### src/rtl/stepper_axis_ctrl.sv
// stepper_axis_ctrl: N-axis stepper homing/move core with shared command port and position readback
module stepper_axis_ctrl #(
  parameter int N_AXIS = 6,
  parameter int AXIS_W = 3,
  parameter int POS_W = 10,
  parameter int POS_MAX = 999,
  parameter int PULSE_DIV = 100,
  parameter int HOME_MAX = 1023
) (
  input logic sysclk,
  input logic rst,
  input logic [N_AXIS-1:0] Stop,
  input logic cmd_valid,
  output logic cmd_ready,
  input logic [AXIS_W-1:0] cmd_axis,
  input logic cmd_home,
  input logic [POS_W-1:0] cmd_pos,
  output logic cmd_err,
  output logic [N_AXIS-1:0] PU,
  output logic [N_AXIS-1:0] DR,
  output logic [N_AXIS-1:0] MF,
  output logic [N_AXIS-1:0] busy,
  output logic [N_AXIS-1:0] homed,
  output logic [N_AXIS-1:0] fault,
  input logic [AXIS_W-1:0] rd_axis,
  output logic [POS_W-1:0] rd_pos
);
  localparam int PH_W = $clog2(PULSE_DIV);
  localparam int HC_W = $clog2(HOME_MAX + 1);
  typedef enum logic [1:0] {HOMING, IDLE, MOVE, FAULT} state_t;
  logic rdy_q, rdy_d, err_q, err_d, bad;
  logic [N_AXIS-1:0] s1_q, s1_d, s2_q, s2_d, oh, sel;
  logic [POS_W-1:0] rd_q, rd_d, tgt_c;
  logic [POS_W-1:0] pos_a [N_AXIS];
  always_comb begin
    rdy_d = 1'b1;
    s1_d = Stop;
    s2_d = s1_q;
    oh = '0;
    for (int i = 0; i < N_AXIS; i++) oh[i] = cmd_axis == AXIS_W'(i);
    bad = ~|oh | |(oh & busy) | (~cmd_home & ~|(oh & homed));
    err_d = cmd_valid & cmd_ready & bad;
    sel = (cmd_valid & cmd_ready & ~bad) ? oh : '0;
    tgt_c = cmd_pos > POS_W'(POS_MAX) ? POS_W'(POS_MAX) : cmd_pos;
    rd_d = '0;
    for (int i = 0; i < N_AXIS; i++) if (rd_axis == AXIS_W'(i)) rd_d = pos_a[i];
  end
  always_ff @(posedge sysclk)
    if (!rst) begin
      rdy_q <= 1'b0;
      err_q <= 1'b0;
      s1_q <= '0;
      s2_q <= '0;
      rd_q <= '0;
    end else begin
      rdy_q <= rdy_d;
      err_q <= err_d;
      s1_q <= s1_d;
      s2_q <= s2_d;
      rd_q <= rd_d;
    end
  assign cmd_ready = rdy_q & rst;
  assign cmd_err = err_q;
  assign rd_pos = rd_q;
  for (genvar g = 0; g < N_AXIS; g++) begin : g_axis
    state_t st_q, st_d;
    logic [POS_W-1:0] pos_q, pos_d, tgt_q, tgt_d;
    logic [PH_W-1:0] ph_q, ph_d;
    logic [HC_W-1:0] hc_q, hc_d;
    logic dr_q, dr_d, homed_q, homed_d, run, step, hit;
    always_comb begin
      run = st_q == HOMING || st_q == MOVE;
      step = run && ph_q == PH_W'(PULSE_DIV - 1);
      hit = s2_q[g] && (st_q == HOMING || (st_q == MOVE && !dr_q));
      st_d = st_q;
      pos_d = pos_q;
      tgt_d = tgt_q;
      dr_d = dr_q;
      hc_d = hc_q;
      homed_d = homed_q;
      ph_d = run ? (step ? '0 : ph_q + 1'b1) : PH_W'(PULSE_DIV - 1);
      case (st_q)
        HOMING:
          if (hit) begin
            st_d = IDLE;
            pos_d = '0;
            homed_d = 1'b1;
            ph_d = PH_W'(PULSE_DIV - 1);
          end else if (hc_q == HC_W'(HOME_MAX) && ph_q == PH_W'(PULSE_DIV - 2)) begin
            st_d = FAULT;
            homed_d = 1'b0;
          end else if (step && hc_q != HC_W'(HOME_MAX)) hc_d = hc_q + 1'b1;
        IDLE:
          if (sel[g] && cmd_home) begin
            st_d = HOMING;
            hc_d = '0;
            homed_d = 1'b0;
          end else if (sel[g] && tgt_c != pos_q) begin
            st_d = MOVE;
            tgt_d = tgt_c;
            dr_d = tgt_c > pos_q;
          end
        MOVE:
          if (hit) begin
            st_d = IDLE;
            pos_d = '0;
            ph_d = PH_W'(PULSE_DIV - 1);
          end else if (pos_q == tgt_q && ph_q == PH_W'(PULSE_DIV - 2)) st_d = IDLE;
          else if (step && pos_q != tgt_q)
            pos_d = dr_q ? (pos_q >= POS_W'(POS_MAX) ? pos_q : pos_q + 1'b1)
                         : (pos_q == '0 ? pos_q : pos_q - 1'b1);
        default:
          if (sel[g] && cmd_home) begin
            st_d = HOMING;
            hc_d = '0;
          end
      endcase
    end
    always_ff @(posedge sysclk)
      if (!rst) begin
        st_q <= HOMING;
        pos_q <= '0;
        tgt_q <= '0;
        ph_q <= PH_W'(PULSE_DIV - 1);
        hc_q <= '0;
        dr_q <= 1'b0;
        homed_q <= 1'b0;
      end else begin
        st_q <= st_d;
        pos_q <= pos_d;
        tgt_q <= tgt_d;
        ph_q <= ph_d;
        hc_q <= hc_d;
        dr_q <= dr_d;
        homed_q <= homed_d;
      end
    assign PU[g] = run && ph_q < PH_W'(PULSE_DIV / 2) && !hit;
    assign DR[g] = st_q == MOVE && dr_q;
    assign MF[g] = !run;
    assign busy[g] = run;
    assign homed[g] = homed_q;
    assign fault[g] = st_q == FAULT;
    assign pos_a[g] = pos_q;
  end
endmodule
### config.mk
export PLATFORM = sky130hd
export DESIGN_NAME = stepper_axis_ctrl
export DESIGN_NICKNAME = d
export VERILOG_FILES = /design/src/rtl/stepper_axis_ctrl.sv
export SDC_FILE = /design/constraint.sdc
export NUM_CORES = 1
export LEC_CHECK = 0
export CAP_MARGIN = 20
export CELL_PAD_IN_SITES_DETAIL_PLACEMENT = 2
export CELL_PAD_IN_SITES_GLOBAL_PLACEMENT = 2
export CORE_UTILIZATION = 38
export DETAILED_ROUTE_END_ITERATION = 10
export PLACE_DENSITY = 0.92
export SETUP_SLACK_MARGIN = 0.1
export SLEW_MARGIN = 0
export SYNTH_ARGS = -nofsm -noshare
export SYNTH_HDL_FRONTEND = slang
export SYNTH_SLANG_ARGS = --single-unit
export TNS_END_PERCENT = 1
### constraint.sdc
create_clock -name sysclk -period 4.05 [get_ports sysclk]
set_input_delay 0.405 -clock sysclk [delete_from_list [all_inputs] [get_ports sysclk]]
set_output_delay 0.405 -clock sysclk [all_outputs]
set_load 0.01 [all_outputs]
== After elaboration in Yosys (flattened, before gate mapping) ==
Index checks and enable logic that the tools add are counted.
Storage, ports and cells
  register bits after elaboration: 270
  output and inout bits: 48
Operators by class
  add/subtract/negate cells: 24
  $lt $le $gt $ge: 19
  eq/ne operators: 142
  multiplexer cells: 183
  bitwise logic cells: 23
  reduce and logical (&&, ||, !) cells: 181
Operator list (number)
  $mux 10: 73
  $pmux 10 s2: 12
  $mux 7: 24
  $add 10x1->10 const B: 12
  $ne 10x10->1: 12
  $eq 7x7->1 const B: 12
  $mux 2: 42
  $logic_and 1x1->1: 72
  $eq 10x10->1: 6
  $eq 10x10->1 const B: 6
  $ge 10x10->1 const B: 6
  $gt 10x10->1: 6
  $logic_not 10->1: 6
  $ne 10x10->1 const B: 6
  $sub 10x1->10 const B: 6
  $ne 2x2->1 const B: 24
  $ne 3x2->1 const B: 16
  $ne 4x4->1 const B: 12
  $add 7x1->7 const B: 6
  $lt 7x6->1 const B: 6
  $ne 3x3->1 const B: 14
  $pmux 2 s3: 6
  $reduce_and 3->1: 12
  $reduce_and 6->1: 6
  24 further kinds: 169

== Logic depth before layout (Yosys ltp) ==
  depth after elaboration: 13
  depth in mapped cells: 12
  depth with buffers taken out: 11

== Worst setup path after synthesis ==
OpenSTA, ideal clock, no wires.
  kind: register to register
  from: register g_axis[0].st_q[0]
  to: register g_axis[2].tgt_q[5]
  setup time: 0.120 ns
  arrival: 2.753 ns
  required time: 3.930 ns
  path slack: 1.177 ns
  cell stages (with the launch flop): 12
  path buffers: 3
  clock period less this slack: 2.873 ns
  cells stage by stage: dfxtp_1 > inv_1 > ha_1 > or2_0 > buf_6 > a221oi_4 > o211ai_4 > or3_1 > buf_2 > or4_4 > buf_6 > mux2i_1
Between the ends
  cells in the longest elaborated chain, start to end: 12
  elaborated cells between the ends (all ways): 14
  classes of those cells: eq/ne: 1; mux: 1; bitwise: 6; reduce/logical: 6
RTL lines
  start, declared: line 66  | state_t st_q, st_d;
  start signal, assigned: line 129  | st_q <= st_d;
  $eq 2x2->1 or $logic_not 2->1 (tied branches): line 72  | run = st_q == HOMING || st_q == MOVE;
  $logic_or 1x1->1 (*): line 72
  via g_axis[0].run: line 70  | logic dr_q, dr_d, homed_q, homed_d, run, step, hit;
  $and 6x6->6 (*): line 41  | bad = ~|oh | |(oh & busy) | (~cmd_home & ~|(oh & homed));
  $reduce_or 6->1 (*): line 41
  $or 1x1->1 (*) (2 in series): line 41
  $not 1->1 (*): line 43  | sel = (cmd_valid & cmd_ready & ~bad) ? oh : '0;
  $and 1x1->1 (*): line 43
  $mux 6 (*): line 43
  $logic_and 1x1->1: line 94  | if (sel[g] && cmd_home) begin
  $not 1->1 (no source line)
  $reduce_and 3->1 (no source line) (*)
  end signal, assigned: line 131  | tgt_q <= tgt_d;
  end, declared: line 67  | logic [POS_W-1:0] pos_q, pos_d, tgt_q, tgt_d;
Mark *: on every way through the listed nets, which the timed path passes. The rest lies on a longest branch.
A chain may end at the register's enable or synchronous reset.

== Worst setup path in the final report ==
  from: input port cmd_pos[4]
  to: register g_axis[1].tgt_q[8]
Between the ends
  cells in the longest elaborated chain, start to end: 5
RTL lines
  start, declared: line 17  | input logic [POS_W-1:0] cmd_pos,
  $gt 10x10->1: line 44  | tgt_c = cmd_pos > POS_W'(POS_MAX) ? POS_W'(POS_MAX) : cmd_pos;
  $mux 10 (*): line 44
  via tgt_c[4]: line 33  | logic [POS_W-1:0] rd_q, rd_d, tgt_c;
  $ne 10x10->1 (*): line 98  | end else if (sel[g] && tgt_c != pos_q) begin
  $logic_and 1x1->1 (*): line 98
  $reduce_and 3->1 (no source line) (*)
  end signal, assigned: line 131
  end, declared: line 67
Marked as above.

==> summary.md <==
| Metric | Value |
|---|---|
| Mapped Cells | 2084 |
| Cell row count | 77 |
| Die X | 214 microns |
| Async set-reset flop share out of synthesis | 0% |
| Clock sinks | 270 |
| Fin Clk Skew | 0.0199 ns |
| Gr usage total | 34.7% |
| CTS buffer count | 35 |
| Flop pwr share | 35.9% |
| CTS tree | done |
| Initial antenna violation count | 4 |
| Max Slew Vio Count | 0 |
| Setup bufs post-CTS | 0 |
| Max Cap Viol | 0 |
| Clock Latency Late Sink | 0.57 ns |
| Max FO, Critical Path | 11 |
| IO Count | 74 |
| Hold Crit Class | input pin to register |
| DRC errors left | 0 |
| Req. time, crit path | 4.45 ns |
| Via-per-instance ratio | 6.50 |
| Internal power | 0.00568 W |
| Netlist cell types | 80 |
| CP Launch Type | input pin |
| First DRT Iteration DRCs | 1213 |
| Port-buffer cells | 73 |
| Sw frac | 36.6% |
| Mapped Area | 17100 sq um |
| Initial Utilization | 38.7% |
| Synthesis Warnings | 0 |
| Largest net degree at the start of global routing | 131 |
| Clock power frac | 37.4% |
| EDFF count, synth | 0 |
| Crit-path cells | clkdlybuf4s50_1 > o21ai_0 > nor2_1 > nor2b_1 > ha_1 > nand4_1 > nor3_1 > nor3_1 > nand2_1 > o21ai_0 > a21oi_1 |
| Placer Congestion | 0.873 |
| Worst-Margin Slew | 1.20 ns |
| Min-delay src | Stop[4] |
| Area grow syn2layout | 14.3% |
| First-pass GRT wire length | 124 mm |
| PwrDens | 458 nW/um^2 |
| Post-CTS sizing | 0 |
| Placed Cells | 2676 |
| Register area share after synthesis | 31.5% |
| Avg WL per Cell | 29.7 microns |
| GRT overflow | 0 |
| Crit Path Category | input pin to register |
| Crit-path slowest cell | nor2b_1 |
| Comb pwr share | 26.8% |
| Max IR drop VDD | 0.000335 V |
| Leakage power | 7.63 nW |
| Hold_buf cts | 0 |
| Fin crit period | 3.99 ns |
| Top_reg_cell synth | dfxtp_1 |
| H-tree depth | 2 |
| Fin crit share | 98.4% |
| Drt first pass iters | 5 |
| Outcome | completed |
| Critical Path AT | 4.39 ns |
| Vias in the first global route | 20100 |
| Util after Layout | 44.2% |
| Non-Filler Instances | 2740 |
| Post-Syn Nets | 2247 |
| Area of the multi-input gates | 10900 sq um |
| Clk Tree Root Cell | clkbuf_16 |
| Filler cell count | 4844 |
| Share of layout cells above drive strength 1 | 6.06% |
| Clock buffer depth | 3 |
| Core area | 44300 sq um |
| Worst Setup SP | cmd_pos[4] |
| Seq cells post-synth | 270 |
| Fin Hold WS | 0.434 ns |
| Die Ht | 214 microns |
| Setup Total Neg Slack | 0 ns |
| Worst r2r src | g_axis[0].st_q[1]$_SDFFE_PN0P_ |
| Crit. End Element | register |
| Worst-path clk slew | 0.06 ns |
| Unrepaired setup endpoints after global routing | no |
| Via Count | 17800 |
| Register area | 5410 sq um |
| Final setup viols | 0 |
| Fmax | 251 MHz |
| Die area | 46000 sq um |
| Psw | 0.00329 W |
| Crit-path max cell delay | 0.93 ns |
| Routed Antenna Nets | 0 |
| Post-Syn Area per Cell | 8.23 sq um |
| Routed wire length | 81.3 mm |
| Post-DP HPWL | 51.4 mm |
| Hold Violations, Final | 0 |
| Layout Nets | 2285 |
| Slew HR | 20.1% |
==> per-layer routing <==
metal / wire, microns / global-route usage, %
met1: 30400 / 38.0
met2: 40000 / 60.7
met3: 5000 / 6.37
met4: 5870 / 24.0
met5: 13 / 0
==> sequential cells by signal, indices dropped and copies added, names as in the netlist <==
name and cells:
g_axis.homed_q 6, s1_q 6, rdy_q 1, s2_q 6, rd_pos 10, cmd_err 1, g_axis.pos_q 60, g_axis.hc_q 60
g_axis.st_q 12, g_axis.dr_q 6, g_axis.tgt_q 60, g_axis.ph_q 42
==> power groups by stage <==
stage                     clock network, W  registers, W  logic (W)
after floorplan                          0       0.00307    0.00154
after global placement                   0       0.00321    0.00199
after detailed placement                 0       0.00324    0.00218
after CTS                          0.00336       0.00320    0.00233
after global routing               0.00348       0.00323    0.00255
final                              0.00335       0.00322    0.00240
==> critical path: cells and delay by family <==
family / cells / cell delay, ns
AO/OA/AOI/OAI: 3 / 0.94
AND/OR/NAND/NOR: 6 / 2.08
adder cells (fa/ha/maj): 1 / 0.41
buffers and inverters: 1 / 0.54
==> layout by cell type, fill, tap and decap left out, types with 9 or more instances in the layout <==
master / n
and2_1: 29
nand4b_1: 9
nand4_1: 46
o21a_1: 13
xor2_1: 75
and3_1: 31
o21ai_0: 106
clkbuf_16: 37
a311oi_1: 10
ha_1: 131
a21oi_1: 111
nor2b_1: 29
o211ai_1: 21
or3_1: 10
a211oi_1: 21
nand2_1: 192
mux2i_1: 88
nor4_1: 38
inv_1: 104
xnor2_1: 72
or2_2: 17
buf_4: 28
dfxtp_1: 270
nor2_1: 182
a31oi_1: 23
o221a_2: 10
a32o_1: 10
nand2b_1: 14
nand3_1: 87
a21o_1: 26
nor4b_1: 10
clkdlybuf4s50_1: 72
nor3_1: 49
==> worst paths after layout <==
path                                     end  cells past startpoint  slack (ns)
max          g_axis[1].tgt_q[8]$_SDFFE_PN0P_                     11        0.06
min                       s1_q[4]$_SDFF_PN0_                      2        0.43
max reg2reg   g_axis[3].st_q[1]$_SDFFE_PN0P_                     10        0.27
min reg2reg               s2_q[0]$_SDFF_PN0_                      1        0.44
==> logic make-up (layout without fill, tap and decap cells) <==
family,count (synthesis),in the layout,synth area share (%)
multiplexers,90,90,5.34
other,0,2,0
flip-flops,270,270,31.5
buffers and inverters,207,269,4.94
adder cells (fa/ha/maj),137,137,10.3
AO/OA/AOI/OAI,446,446,17.3
AND/OR/NAND/NOR,787,787,23.1
XOR/XNOR,147,147,7.51
==> synth_stat cells (7+ instances only) <==
master,instances,area (sq um)
dfxtp_1,270,5410
nand2_1,192,721
nor2_1,182,683
ha_1,131,1640
a21oi_1,111,556
o21ai_0,106,531
inv_1,105,394
mux2i_1,88,881
nand3_1,87,435
xor2_1,75,657
xnor2_1,72,631
clkbuf_1,70,263
nor3_1,50,250
nand4_1,46,288
nor4_1,39,244
and3_1,31,194
and2_1,29,181
nor2b_1,29,181
a21o_1,26,195
a31oi_1,23,144
a211oi_1,21,158
o211ai_1,21,158
or2_2,17,106
nand2b_1,14,87.6
o21a_1,13,97.6
buf_4,12,90.1
a311oi_1,10,87.6
a32o_1,10,100
nor4b_1,10,87.6
o221a_2,10,113
or3_1,10,62.6
buf_1,9,33.8
nand4b_1,9,78.8
a22oi_1,8,60.1
and4_1,8,70.1
buf_2,8,40.0
o21bai_1,8,60.1
or4_1,8,60.1
a22o_1,7,61.3
o2111ai_1,7,61.3
o31ai_1,7,52.6
==> per-stage QoR <==
step	area (sq um)	worst slack, ns	power, W
2_1_floorplan	17100	1.18	0.00461
3_3_place_gp	18400	0.359	0.00520
3_5_place_dp	18400	0.0570	0.00542
4_1_cts	19600	0.294	0.00889
5_1_grt	19600	0.136	0.00926
6_report	19600	0.0634	0.00897
==> area by class of cell <==
class / count / share of cell area, %
multi-input cells: 1607 / 55.7
diodes: 2 / 0.0256
flip-flops and latches: 270 / 27.6
well taps: 592 / 3.78
clock buffers: 52 / 5.37
repair buffers: 102 / 4.88
inverters: 106 / 2.04
clock inverters: 9 / 0.658
(Power assumes the default switching activity.)
==> RTL change (same flow settings) <==
The output `cmd_err` loses its register stage (`err_q` becomes a continuous assignment).
--- a/src/rtl/stepper_axis_ctrl.sv
+++ b/src/rtl/stepper_axis_ctrl.sv
@@ -50,3 +50,2 @@
       rdy_q <= 1'b0;
-      err_q <= 1'b0;
       s1_q <= '0;
@@ -56,3 +55,2 @@
       rdy_q <= rdy_d;
-      err_q <= err_d;
       s1_q <= s1_d;
@@ -61,2 +59,4 @@
     end
+
+  assign err_q = err_d;
   assign cmd_ready = rdy_q & rst;
Check against the original RTL: not equivalent (Yosys sat finds a counterexample within 4 cycles, from zero or initial values and one cycle with rst low).
==> RTL change against the original RTL <==
- sequential cell count is 1 lower
- combinational power is 9.2% lower
- sequential share of layout area hardly changed
- cell area is 0.53% lower
- setup slack better by 0.28 ns
- area after synthesis is 0.85% lower
- routed wire length is 7.6% lower
- clock power is 1% higher
- hold slack worse by 0.28 ns
- total power is 2.1% lower
- critical path type unchanged
==> RTL change: results (changes against the original RTL) <==
| Metric | Value |
|---|---|
| Vias in the first global route | `19400 (was 20100)` |
| Ratio of cells with drive above 1 in the final layout | `0.0682 (was 0.0606)` |
| Cell Area, Placed | `18200 sq um (was 18400 sq um)` |
| Final net count | `2263 (was 2285)` |
| Initial drt markers | `1179 (was 1213)` |
| R2r setup slk | `0.75 ns (was 0.27 ns)` |
| Sequential share of the synthesized area | `0.317 (was 0.315)` |
| Fillers | `4894 (was 4844)` |
| CP max stage delay | `0.70 ns (was 0.93 ns)` |
| WHS Path Cells | `1 (was 2)` |
| Leak pwr | `0.00745 uW (was 0.00763 uW)` |
| Total number of vias | `17100 (was 17800)` |
| Pin count of the biggest net entering global routing | `72 (was 131)` |
| Post-synth top cells | `dfxtp_1 (269), nor2_1 (195), nand2_1 (163), a21oi_1 (132), ha_1 (131) (was dfxtp_1 (270), nand2_1 (192), nor2_1 (182), ha_1 (131), a21oi_1 (111))` |
| First-pass GRT wire length | `116000 microns (was 124000 microns)` |
| Post-DP HPWL | `48700 microns (was 51400 microns)` |
| Post-CTS resize count | `0 (unchanged)` |
| Status | `completed (unchanged)` |
| Clock Skew | `0.0220 ns (was 0.0199 ns)` |
| Worst skew pair latency | `0.58 ns` |
| Final WS setup | `0.341 ns (was 0.0634 ns)` |
| Placement Setup Slack | `-0.0816 ns (was 0.0570 ns)` |
| Worst Tran Pin Value | `1.07 ns (was 1.20 ns)` |
| Antenna diode count | `0 (was 2)` |
| Peak supply drop | `0.255 mV (was 0.335 mV)` |
| Initial antenna violation count | `0 (was 4)` |
| RD Place Congestion | `0.912 (was 0.873)` |
| Routed WL | `75100 microns (was 81300 microns)` |
| Global-route total usage across every layer | `0.332 (was 0.347)` |
| Syn Nets | `2225 (was 2247)` |
| Yosys warning total | `0 (unchanged)` |
| Drt first pass iters | `5 (unchanged)` |
| WP data arrival | `4.12 ns (was 4.39 ns)` |
| Worst R2R Path Depth | `8 (was 10)` |
-- RTL change: worst max-delay path, delay by kind of cell --
| family | cells | cell delay, ns |
|---|---|---|
| simple gates | 5 | 1.68 |
| buf+inv | 2 | 0.82 |
| fa+ha+maj | 1 | 0.26 |
| compound gates | 3 | 0.94 |
-- RTL change: routing by layer --
layer	GRT usage	routed length, microns	up-vias
li1	-	-	7520
met1	0.372	29300	8667
met2	0.577	36800	624
met3	0.0682	4390	314
met4	0.204	4620	0
met5	0	0	-
-- RTL change: through the flow --
step	hold slack [ns]	instances
2_1_floorplan	0.412	2062
3_3_place_gp	0.416	2653
3_5_place_dp	0.423	2653
4_1_cts	0.113	2717
5_1_grt	0.132	2719
6_report	0.154	2719
-- RTL change: worst paths after layout --
| kind | from | end |
|---|---|---|
| min | rst | rdy_q$_DFF_P_ |
| min reg2reg | s1_q[3]$_SDFF_PN0_ | s2_q[3]$_SDFF_PN0_ |
| max | cmd_pos[4] | g_axis[0].dr_q$_SDFFE_PN0P_ |
| max reg2reg | g_axis[0].st_q[0]$_SDFFE_PN0P_ | g_axis[0].dr_q$_SDFFE_PN0P_ |
-- RTL change: logic make-up after synthesis --
| family | count (synthesis) | synth area share |
|---|---|---|
| AO/OA/AOI/OAI | 436 | 0.173 |
| XOR/XNOR | 147 | 0.0758 |
| adder cells (fa/ha/maj) | 137 | 0.104 |
| buffers and inverters | 217 | 0.0527 |
| flip-flops | 269 | 0.317 |
| multiplexers | 76 | 0.0449 |
| AND/OR/NAND/NOR | 780 | 0.234 |
-- RTL change: final cells by class --
type | count | area, sq um | share of cell area
Multi-Input combinational cell | 1576 | 10700 | 0.550
Timing Repair Buffer | 107 | 991 | 0.0509
Clock inverter | 18 | 198 | 0.0101
Clock buffer | 46 | 1030 | 0.0528
Tap cell | 592 | 741 | 0.0380
Sequential cell | 269 | 5390 | 0.276
Inverter | 111 | 419 | 0.0215
-- RTL change: power breakdown --
part           switching (uW)  total, uW  internal [uW]  leakage [uW]
Clock                    1400       3390           1990      0.000588
Combinational            1370       2180            805       0.00469
Sequential                355       3200           2850       0.00218
